## src/rtl/imem_enc_pkg.sv

```systemverilog
// Shared constants for the RV32I instruction encoder.
// Holds class codes, opcodes, immediate widths, FSM states and a sign-fit helper.
package imem_enc_pkg;

    localparam logic [3:0] CLS_R      = 4'd0;
    localparam logic [3:0] CLS_I      = 4'd1;
    localparam logic [3:0] CLS_LOAD   = 4'd2;
    localparam logic [3:0] CLS_STORE  = 4'd3;
    localparam logic [3:0] CLS_BRANCH = 4'd4;
    localparam logic [3:0] CLS_JAL    = 4'd5;
    localparam logic [3:0] CLS_JALR   = 4'd6;
    localparam logic [3:0] CLS_LUI    = 4'd7;
    localparam logic [3:0] CLS_AUIPC  = 4'd8;

    localparam logic [6:0] OP_R      = 7'b0110011;
    localparam logic [6:0] OP_I      = 7'b0010011;
    localparam logic [6:0] OP_LOAD   = 7'b0000011;
    localparam logic [6:0] OP_STORE  = 7'b0100011;
    localparam logic [6:0] OP_BRANCH = 7'b1100011;
    localparam logic [6:0] OP_JAL    = 7'b1101111;
    localparam logic [6:0] OP_JALR   = 7'b1100111;
    localparam logic [6:0] OP_LUI    = 7'b0110111;
    localparam logic [6:0] OP_AUIPC  = 7'b0010111;

    localparam int IMM_I_W = 12;
    localparam int IMM_S_W = 12;
    localparam int IMM_B_W = 13;
    localparam int IMM_J_W = 21;
    localparam int IMM_U_LSB = 12;

    typedef enum logic [1:0] {
        S_IDLE,
        S_ACCEPT,
        S_WRITE,
        S_FINISH
    } enc_state_e;

    // True when v is representable as a w-bit two's complement value.
    function automatic logic sfits(input logic [31:0] v, input int w);
        logic [31:0] s;
        s = $unsigned($signed(v) >>> (w - 1));
        return (s == '0) || (s == '1);
    endfunction

endpackage

```

## src/rtl/imem_instr_encoder_if.sv

```systemverilog
// Field-bundle valid/ready channel into the instruction encoder.
// master: bundle producer (drives fields, in_valid, in_last); slave: encoder (drives in_ready).
interface imem_instr_encoder_if;

    logic        in_valid;
    logic        in_ready;
    logic [3:0]  in_class;
    logic [4:0]  in_rd;
    logic [4:0]  in_rs1;
    logic [4:0]  in_rs2;
    logic [2:0]  in_funct3;
    logic [6:0]  in_funct7;
    logic [31:0] in_imm;
    logic        in_last;

    modport master (
        output in_valid, in_class, in_rd, in_rs1, in_rs2,
        output in_funct3, in_funct7, in_imm, in_last,
        input  in_ready
    );

    modport slave (
        input  in_valid, in_class, in_rd, in_rs1, in_rs2,
        input  in_funct3, in_funct7, in_imm, in_last,
        output in_ready
    );

endinterface

```

## src/rtl/imem_enc_pack.sv

```systemverilog
// Combinational RV32I packer: class + fields -> 32-bit word and illegal flag.
// Ports: cls_i, rd_i, rs1_i, rs2_i, f3_i, f7_i, imm_i in; word_o, illegal_o
// (and imm_bad_o when IMEM_ENC_IMM_CHECK_EN is defined) out.
module imem_enc_pack
    import imem_enc_pkg::*;
(
    input  logic [3:0]  cls_i,
    input  logic [4:0]  rd_i,
    input  logic [4:0]  rs1_i,
    input  logic [4:0]  rs2_i,
    input  logic [2:0]  f3_i,
    input  logic [6:0]  f7_i,
    input  logic [31:0] imm_i,
`ifdef IMEM_ENC_IMM_CHECK_EN
    output logic        imm_bad_o,
`endif
    output logic [31:0] word_o,
    output logic        illegal_o
);

    logic bad;

    always_comb begin
        word_o    = '0;
        illegal_o = 1'b0;
        bad       = 1'b0;
        case (cls_i)
            CLS_R: begin
                word_o = {f7_i, rs2_i, rs1_i, f3_i, rd_i, OP_R};
            end
            CLS_I: begin
                word_o = {imm_i[11:0], rs1_i, f3_i, rd_i, OP_I};
                bad    = !sfits(imm_i, IMM_I_W);
            end
            CLS_LOAD: begin
                word_o = {imm_i[11:0], rs1_i, f3_i, rd_i, OP_LOAD};
                bad    = !sfits(imm_i, IMM_I_W);
            end
            CLS_STORE: begin
                word_o = {imm_i[11:5], rs2_i, rs1_i, f3_i,
                          imm_i[4:0], OP_STORE};
                bad    = !sfits(imm_i, IMM_S_W);
            end
            CLS_BRANCH: begin
                word_o = {imm_i[12], imm_i[10:5], rs2_i, rs1_i, f3_i,
                          imm_i[4:1], imm_i[11], OP_BRANCH};
                bad    = !sfits(imm_i, IMM_B_W) || imm_i[0];
            end
            CLS_JAL: begin
                word_o = {imm_i[20], imm_i[10:1], imm_i[11],
                          imm_i[19:12], rd_i, OP_JAL};
                bad    = !sfits(imm_i, IMM_J_W) || imm_i[0];
            end
            CLS_JALR: begin
                word_o = {imm_i[11:0], rs1_i, f3_i, rd_i, OP_JALR};
                bad    = !sfits(imm_i, IMM_I_W);
            end
            CLS_LUI: begin
                word_o = {imm_i[31:12], rd_i, OP_LUI};
                bad    = |imm_i[IMM_U_LSB-1:0];
            end
            CLS_AUIPC: begin
                word_o = {imm_i[31:12], rd_i, OP_AUIPC};
                bad    = |imm_i[IMM_U_LSB-1:0];
            end
            default: begin
                illegal_o = 1'b1;
            end
        endcase
    end

`ifdef IMEM_ENC_IMM_CHECK_EN
    assign imm_bad_o = bad;
`else
    // Without the range check the format simply truncates the immediate.
    logic unused_bad;
    assign unused_bad = bad;
`endif

endmodule

```

## src/rtl/imem_instr_encoder.sv

```systemverilog
// Session FSM that encodes RV32I bundles and streams them into imem.
// Ports: clk, rst, start, base_addr; in_if (slave bundle channel);
// mem_we/mem_addr/mem_wdata write port; busy, done, err_class, err_ovf,
// word_cnt status (plus err_imm when IMEM_ENC_IMM_CHECK_EN is defined).
module imem_instr_encoder
    import imem_enc_pkg::*;
#(
    parameter int ADDR_W    = 12,
    parameter int MAX_WORDS = 256
) (
    input  logic              clk,
    input  logic              rst,
    input  logic              start,
    input  logic [ADDR_W-1:0] base_addr,
    imem_instr_encoder_if.slave in_if,
    output logic              mem_we,
    output logic [ADDR_W-1:0] mem_addr,
    output logic [31:0]       mem_wdata,
    output logic              busy,
    output logic              done,
    output logic              err_class,
    output logic              err_ovf,
`ifdef IMEM_ENC_IMM_CHECK_EN
    output logic              err_imm,
`endif
    output logic [ADDR_W-2:0] word_cnt
);

    localparam logic [31:0] MAXW = 32'(MAX_WORDS);

    enc_state_e        state_q;
    logic              in_ready_q;
    logic              mem_we_q;
    logic [ADDR_W-1:0] mem_addr_q;
    logic [31:0]       mem_wdata_q;
    logic              busy_q;
    logic              done_q;
    logic              err_class_q;
    logic              err_ovf_q;
    logic [ADDR_W-2:0] word_cnt_q;
    logic [ADDR_W-1:0] base_q;
    logic              last_q;

    logic [31:0]       enc_word;
    logic              enc_illegal;
    logic              enc_bad;
    logic [ADDR_W-1:0] addr_d;
    logic [ADDR_W-2:0] cnt_d;
    logic [31:0]       cnt_ext;
    logic              hit_max;

`ifdef IMEM_ENC_IMM_CHECK_EN
    logic err_imm_q;
    logic imm_bad;
`endif

    imem_enc_pack u_pack (
        .cls_i     (in_if.in_class),
        .rd_i      (in_if.in_rd),
        .rs1_i     (in_if.in_rs1),
        .rs2_i     (in_if.in_rs2),
        .f3_i      (in_if.in_funct3),
        .f7_i      (in_if.in_funct7),
        .imm_i     (in_if.in_imm),
`ifdef IMEM_ENC_IMM_CHECK_EN
        .imm_bad_o (imm_bad),
`endif
        .word_o    (enc_word),
        .illegal_o (enc_illegal)
    );

`ifdef IMEM_ENC_IMM_CHECK_EN
    assign enc_bad = enc_illegal | imm_bad;
`else
    assign enc_bad = enc_illegal;
`endif

    // Address wraps modulo 2^ADDR_W; the count's top bit drops out here.
    assign addr_d  = base_q + {word_cnt_q[ADDR_W-3:0], 2'b00};
    assign cnt_d   = word_cnt_q + 1'b1;
    assign cnt_ext = {{(33-ADDR_W){1'b0}}, word_cnt_q};
    assign hit_max = (cnt_ext + 32'd1) == MAXW;

    always_ff @(posedge clk or posedge rst) begin
        if (rst) begin
            state_q     <= S_IDLE;
            in_ready_q  <= 1'b0;
            mem_we_q    <= 1'b0;
            mem_addr_q  <= '0;
            mem_wdata_q <= '0;
            busy_q      <= 1'b0;
            done_q      <= 1'b0;
            err_class_q <= 1'b0;
            err_ovf_q   <= 1'b0;
            word_cnt_q  <= '0;
            base_q      <= '0;
            last_q      <= 1'b0;
`ifdef IMEM_ENC_IMM_CHECK_EN
            err_imm_q   <= 1'b0;
`endif
        end else begin
            mem_we_q <= 1'b0;
            done_q   <= 1'b0;
            case (state_q)
                S_IDLE: begin
                    if (start) begin
                        base_q      <= {base_addr[ADDR_W-1:2], 2'b00};
                        word_cnt_q  <= '0;
                        err_class_q <= 1'b0;
                        err_ovf_q   <= 1'b0;
`ifdef IMEM_ENC_IMM_CHECK_EN
                        err_imm_q   <= 1'b0;
`endif
                        in_ready_q  <= 1'b1;
                        busy_q      <= 1'b1;
                        state_q     <= S_ACCEPT;
                    end
                end
                S_ACCEPT: begin
                    if (in_if.in_valid) begin
                        if (enc_bad) begin
                            // Rejected bundles are consumed without a write.
                            if (enc_illegal) err_class_q <= 1'b1;
`ifdef IMEM_ENC_IMM_CHECK_EN
                            else err_imm_q <= 1'b1;
`endif
                            if (in_if.in_last) begin
                                in_ready_q <= 1'b0;
                                done_q     <= 1'b1;
                                state_q    <= S_FINISH;
                            end
                        end else begin
                            mem_we_q    <= 1'b1;
                            mem_addr_q  <= addr_d;
                            mem_wdata_q <= enc_word;
                            last_q      <= in_if.in_last;
                            in_ready_q  <= 1'b0;
                            state_q     <= S_WRITE;
                        end
                    end
                end
                S_WRITE: begin
                    word_cnt_q <= cnt_d;
                    if (last_q || hit_max) begin
                        if (!last_q) err_ovf_q <= 1'b1;
                        done_q  <= 1'b1;
                        state_q <= S_FINISH;
                    end else begin
                        in_ready_q <= 1'b1;
                        state_q    <= S_ACCEPT;
                    end
                end
                S_FINISH: begin
                    busy_q  <= 1'b0;
                    state_q <= S_IDLE;
                end
                default: begin
                    in_ready_q <= 1'b0;
                    busy_q     <= 1'b0;
                    state_q    <= S_IDLE;
                end
            endcase
        end
    end

    assign in_if.in_ready = in_ready_q;
    assign mem_we         = mem_we_q;
    assign mem_addr       = mem_addr_q;
    assign mem_wdata      = mem_wdata_q;
    assign busy           = busy_q;
    assign done           = done_q;
    assign err_class      = err_class_q;
    assign err_ovf        = err_ovf_q;
    assign word_cnt       = word_cnt_q;
`ifdef IMEM_ENC_IMM_CHECK_EN
    assign err_imm        = err_imm_q;
`endif

endmodule

```

## src/flat_wrapper.sv

```systemverilog
// flat-port wrapper written by rule: the top's interface ports become plain ports
module imem_instr_encoder_flat import imem_enc_pkg::*;
#(
    parameter int ADDR_W    = 12,
    parameter int MAX_WORDS = 256
)
  (clk, rst, start, base_addr, mem_we, mem_addr, mem_wdata, busy, done, err_class, err_ovf, word_cnt, in_if_in_valid, in_if_in_class, in_if_in_rd, in_if_in_rs1, in_if_in_rs2, in_if_in_funct3, in_if_in_funct7, in_if_in_imm, in_if_in_last, in_if_in_ready);
  imem_instr_encoder_if in_if_i ();
  input  logic clk;
  input  logic rst;
  input  logic start;
  input  logic [ADDR_W-1:0] base_addr;
  output logic mem_we;
  output logic [ADDR_W-1:0] mem_addr;
  output logic [31:0] mem_wdata;
  output logic busy;
  output logic done;
  output logic err_class;
  output logic err_ovf;
  output logic [ADDR_W-2:0] word_cnt;
  input wire logic [$bits(in_if_i.in_valid)-1:0] in_if_in_valid;
  input wire logic [$bits(in_if_i.in_class)-1:0] in_if_in_class;
  input wire logic [$bits(in_if_i.in_rd)-1:0] in_if_in_rd;
  input wire logic [$bits(in_if_i.in_rs1)-1:0] in_if_in_rs1;
  input wire logic [$bits(in_if_i.in_rs2)-1:0] in_if_in_rs2;
  input wire logic [$bits(in_if_i.in_funct3)-1:0] in_if_in_funct3;
  input wire logic [$bits(in_if_i.in_funct7)-1:0] in_if_in_funct7;
  input wire logic [$bits(in_if_i.in_imm)-1:0] in_if_in_imm;
  input wire logic [$bits(in_if_i.in_last)-1:0] in_if_in_last;
  output wire logic [$bits(in_if_i.in_ready)-1:0] in_if_in_ready;
  assign in_if_i.in_valid = in_if_in_valid;
  assign in_if_i.in_class = in_if_in_class;
  assign in_if_i.in_rd = in_if_in_rd;
  assign in_if_i.in_rs1 = in_if_in_rs1;
  assign in_if_i.in_rs2 = in_if_in_rs2;
  assign in_if_i.in_funct3 = in_if_in_funct3;
  assign in_if_i.in_funct7 = in_if_in_funct7;
  assign in_if_i.in_imm = in_if_in_imm;
  assign in_if_i.in_last = in_if_in_last;
  assign in_if_in_ready = in_if_i.in_ready;
  imem_instr_encoder #(.ADDR_W(ADDR_W), .MAX_WORDS(MAX_WORDS)) u_core (.clk(clk), .rst(rst), .start(start), .base_addr(base_addr), .in_if(in_if_i), .mem_we(mem_we), .mem_addr(mem_addr), .mem_wdata(mem_wdata), .busy(busy), .done(done), .err_class(err_class), .err_ovf(err_ovf), .word_cnt(word_cnt));
endmodule
```

## config.mk

```make
export PLATFORM = sky130hd
export DESIGN_NAME = imem_instr_encoder_flat
export DESIGN_NICKNAME = d
export VERILOG_FILES = /design/src/rtl/imem_enc_pkg.sv /design/src/rtl/imem_instr_encoder_if.sv /design/src/rtl/imem_enc_pack.sv /design/src/rtl/imem_instr_encoder.sv /design/src/flat_wrapper.sv
export SDC_FILE = /design/constraint.sdc
export NUM_CORES = 1
export LEC_CHECK = 0
export ABC_AREA = 1
export CAP_MARGIN = 10
export CORE_MARGIN = 2
export CORE_UTILIZATION = 45
export CTS_CLUSTER_SIZE = 14
export DETAILED_ROUTE_END_ITERATION = 12
export GPL_ROUTABILITY_DRIVEN = 1
export GPL_TIMING_DRIVEN = 0
export PLACE_DENSITY = 0.89
export SYNTH_ARGS = -nofsm -noshare
export SYNTH_HDL_FRONTEND = slang
export SYNTH_SLANG_ARGS = --single-unit
```

## constraint.sdc

```tcl
create_clock -name clk -period 5.1 [get_ports clk]
set_input_delay 1.02 -clock clk [delete_from_list [all_inputs] [get_ports clk]]
set_output_delay 1.02 -clock clk [all_outputs]
set_load 0.02 [all_outputs]
```

==> impl_metrics.tcl <==
set metrics [dict create \
    final_common_cell "nand2_1" \
    synth_area_sq_um 3850 \
    first_iter_violations 198 \
    p_leak_nw 2.45 \
    hold_class "reg2reg" \
    setup_tns_ns 0 \
    grt_max_degree 72 \
    power.density_nw_per_um2 527 \
    area_delta_synth_final_pct 42.7 \
    rsz0062_at_grt "no" \
    numCtsBuffers 9 \
    synth_cell_type_count 37 \
    dp.final_hpwl_um 9020 \
    ir_drop_uv 254 \
    start_util 0.466 \
    clock-sinks 71 \
    cts_tree "yes" \
    dp.cells 732 \
    antenna_found_initial 0 \
    grt_pass1_wl_um 17800 \
    core.rowCount 33 \
    remaining_drc_errors 0 \
    max_slew.worst_pin.slew_ns 0.873 \
    grt_overflow_total 0 \
    cts_setup_buffers 0 \
    drive_above_1_share 0.0576 \
    synth-seq-cells 71 \
    num_vias 3911 \
    final_nets 731 \
    drt.antenna.violating_nets 0 \
    worstSetupStartpointType "input port" \
    htree_num_levels 3 \
    period_minus_slack_ns 2.64 \
    holdBufCountCts 0 \
    status "finished clean" \
    timing.fmax_mhz 379 \
    avgSynthCellArea_sq_um 7.82 \
    report.final.setup_viol 0 \
    clockBufferDepth 2 \
    final_cell_mix "143 x nand2_1, 134 x clkdlybuf4s50_1, 71 x dfrtp_1" \
    timing_hold_violations_final 0 \
    relSlewSlack 0.418 \
    gp_congestion 0.944 \
    ys_dominant_reg_cell "dfrtp_1" \
    synthCells 492 \
    grt_pass1_vias 3691 \
    hold_ws_ns 0.482 \
    track_usage 0.250 \
    final_util 0.665 \
    cp.arrival_ns 2.88 \
    maxSlewViolCount 0 \
    wl_um 11700 \
    crit_type "in2reg" \
    cts_resized 0 \
    clk_latency_ns 0.35 \
    first_pass_iters 4 \
    core-area_sq_um 8260 \
    n_antenna_cell 0 \
    wl_per_cell_um 15.6 \
    timing.final.crit_share 0.518 \
    end_kind "register" \
    final_cells 747 \
    skew_ns 0.00588 \
    clk_pin_slew_ns 0.07 \
    numPortBuffers 134 \
    power_mw 2.89 \
    synth-warning-count 0 \
    cts-root-buf "clkbuf_8" \
    die_area_sq_um 9310 \
    ys_seq_area_frac 0.462 \
    io_pins 139 \
    viasPerCell 5.24 \
    die_width_um 96.5 \
    synth_edf_count 0 \
    required_ns 5.34 \
    die-height_um 96.5 \
    crit_fanout 10 \
    synthArstFlopShare 1.00 \
    drv_cap 0 \
]
## worst paths after layout
kind / startpoint / end / slack [ns] / cells after the start
max in group asynchronous: rst / u_core.word_cnt[10]$_DFFE_PP0P_ / 3.32 / 2
min reg2reg: u_core.mem_addr[2]$_DFFE_PP0P_ / u_core.mem_addr[2]$_DFFE_PP0P_ / 0.48 / 2
min in group asynchronous: rst / u_core.mem_wdata[21]$_DFFE_PP0P_ / 1.20 / 2
min: u_core.mem_addr[2]$_DFFE_PP0P_ / u_core.mem_addr[2]$_DFFE_PP0P_ / 0.48 / 2
max reg2reg: u_core.word_cnt[2]$_DFFE_PP0P_ / u_core.mem_addr[9]$_DFFE_PP0P_ / 2.94 / 8
max: in_if_in_class[0] / u_core.mem_wdata[23]$_DFFE_PP0P_ / 2.46 / 10
## final cells by class
class	instances	area, sq um
Buffer	17	87.6
Sequential cell	71	1780
Multi-Input combinational cell	363	1830
Timing Repair Buffer	134	1340
Clock buffer	12	145
Fill cell	695	2770
Clock inverter	3	20.0
Inverter	42	160
Tap cell	105	131
## metrics by stage
stage	instance area, sq um	setup slack [ns]
after floorplan	3850	2.28
after global placement	5330	1.11
after detailed placement	5330	2.14
after CTS	5490	2.49
after global routing	5490	2.33
final	5490	2.46
## Yosys cell counts (5+ instances only)
library cell  count  area share
inv_1            40       0.039
nand2_1         143        0.14
o21ai_0          44       0.057
dfrtp_1          71        0.46
nand3_1          20       0.026
a21oi_1          42       0.055
a31oi_1           9       0.015
buf_4             5      0.0098
clkbuf_1          8      0.0078
nor2_1           42       0.041
ha_1             14       0.046
o22ai_1           5      0.0081
## cells by family (layout without fill, tap and decap cells)
kind of cell	count (synthesis)	after routing	synth area share
simple gates	223	223	0.239
compound gates	117	117	0.170
flops	71	71	0.462
buf+inv	59	208	0.0637
fa+ha+maj	15	15	0.0507
xor+xnor	6	6	0.0137
other cells	1	2	0.000974
## report_power, final
group,switching (mW),total [mW],internal (mW),leakage [nW]
sequential,0.189,0.996,0.807,0.882
combinational,0.833,1.51,0.675,1.49
clock,0.204,0.391,0.187,0.0785
## routing by layer
layer  global-route usage  share of wire  vias up
met3               0.0784          0.092       20
met4               0.0786          0.020        0
li1                     -              -     1915
met2                0.427           0.48      158
met1                0.303           0.41     1818
met5                    0              0        -
## worst max-delay path, cell delays in order
cell,delay (ns)
clkdlybuf4s50_1,0.48
nor2_2,0.21
inv_2,0.09
o21ai_2,0.18
nand3_2,0.18
buf_2,0.24
a21oi_1,0.21
nand3_1,0.10
o21ai_0,0.10
inv_1,0.06
## sequential cells by signal (all words and copies together) (netlist names)
register,count
u_core.err_ovf,1
u_core.mem_addr,10
u_core.base_q,10
u_core.busy,1
u_core.last_q,1
u_core.mem_wdata,31
u_core.state_q,2
u_core.done,1
u_core.err_class,1
u_core.mem_we,1
u_core.in_if.in_ready,1
u_core.word_cnt,11
No activity file was read; power rests on OpenSTA's default activity.
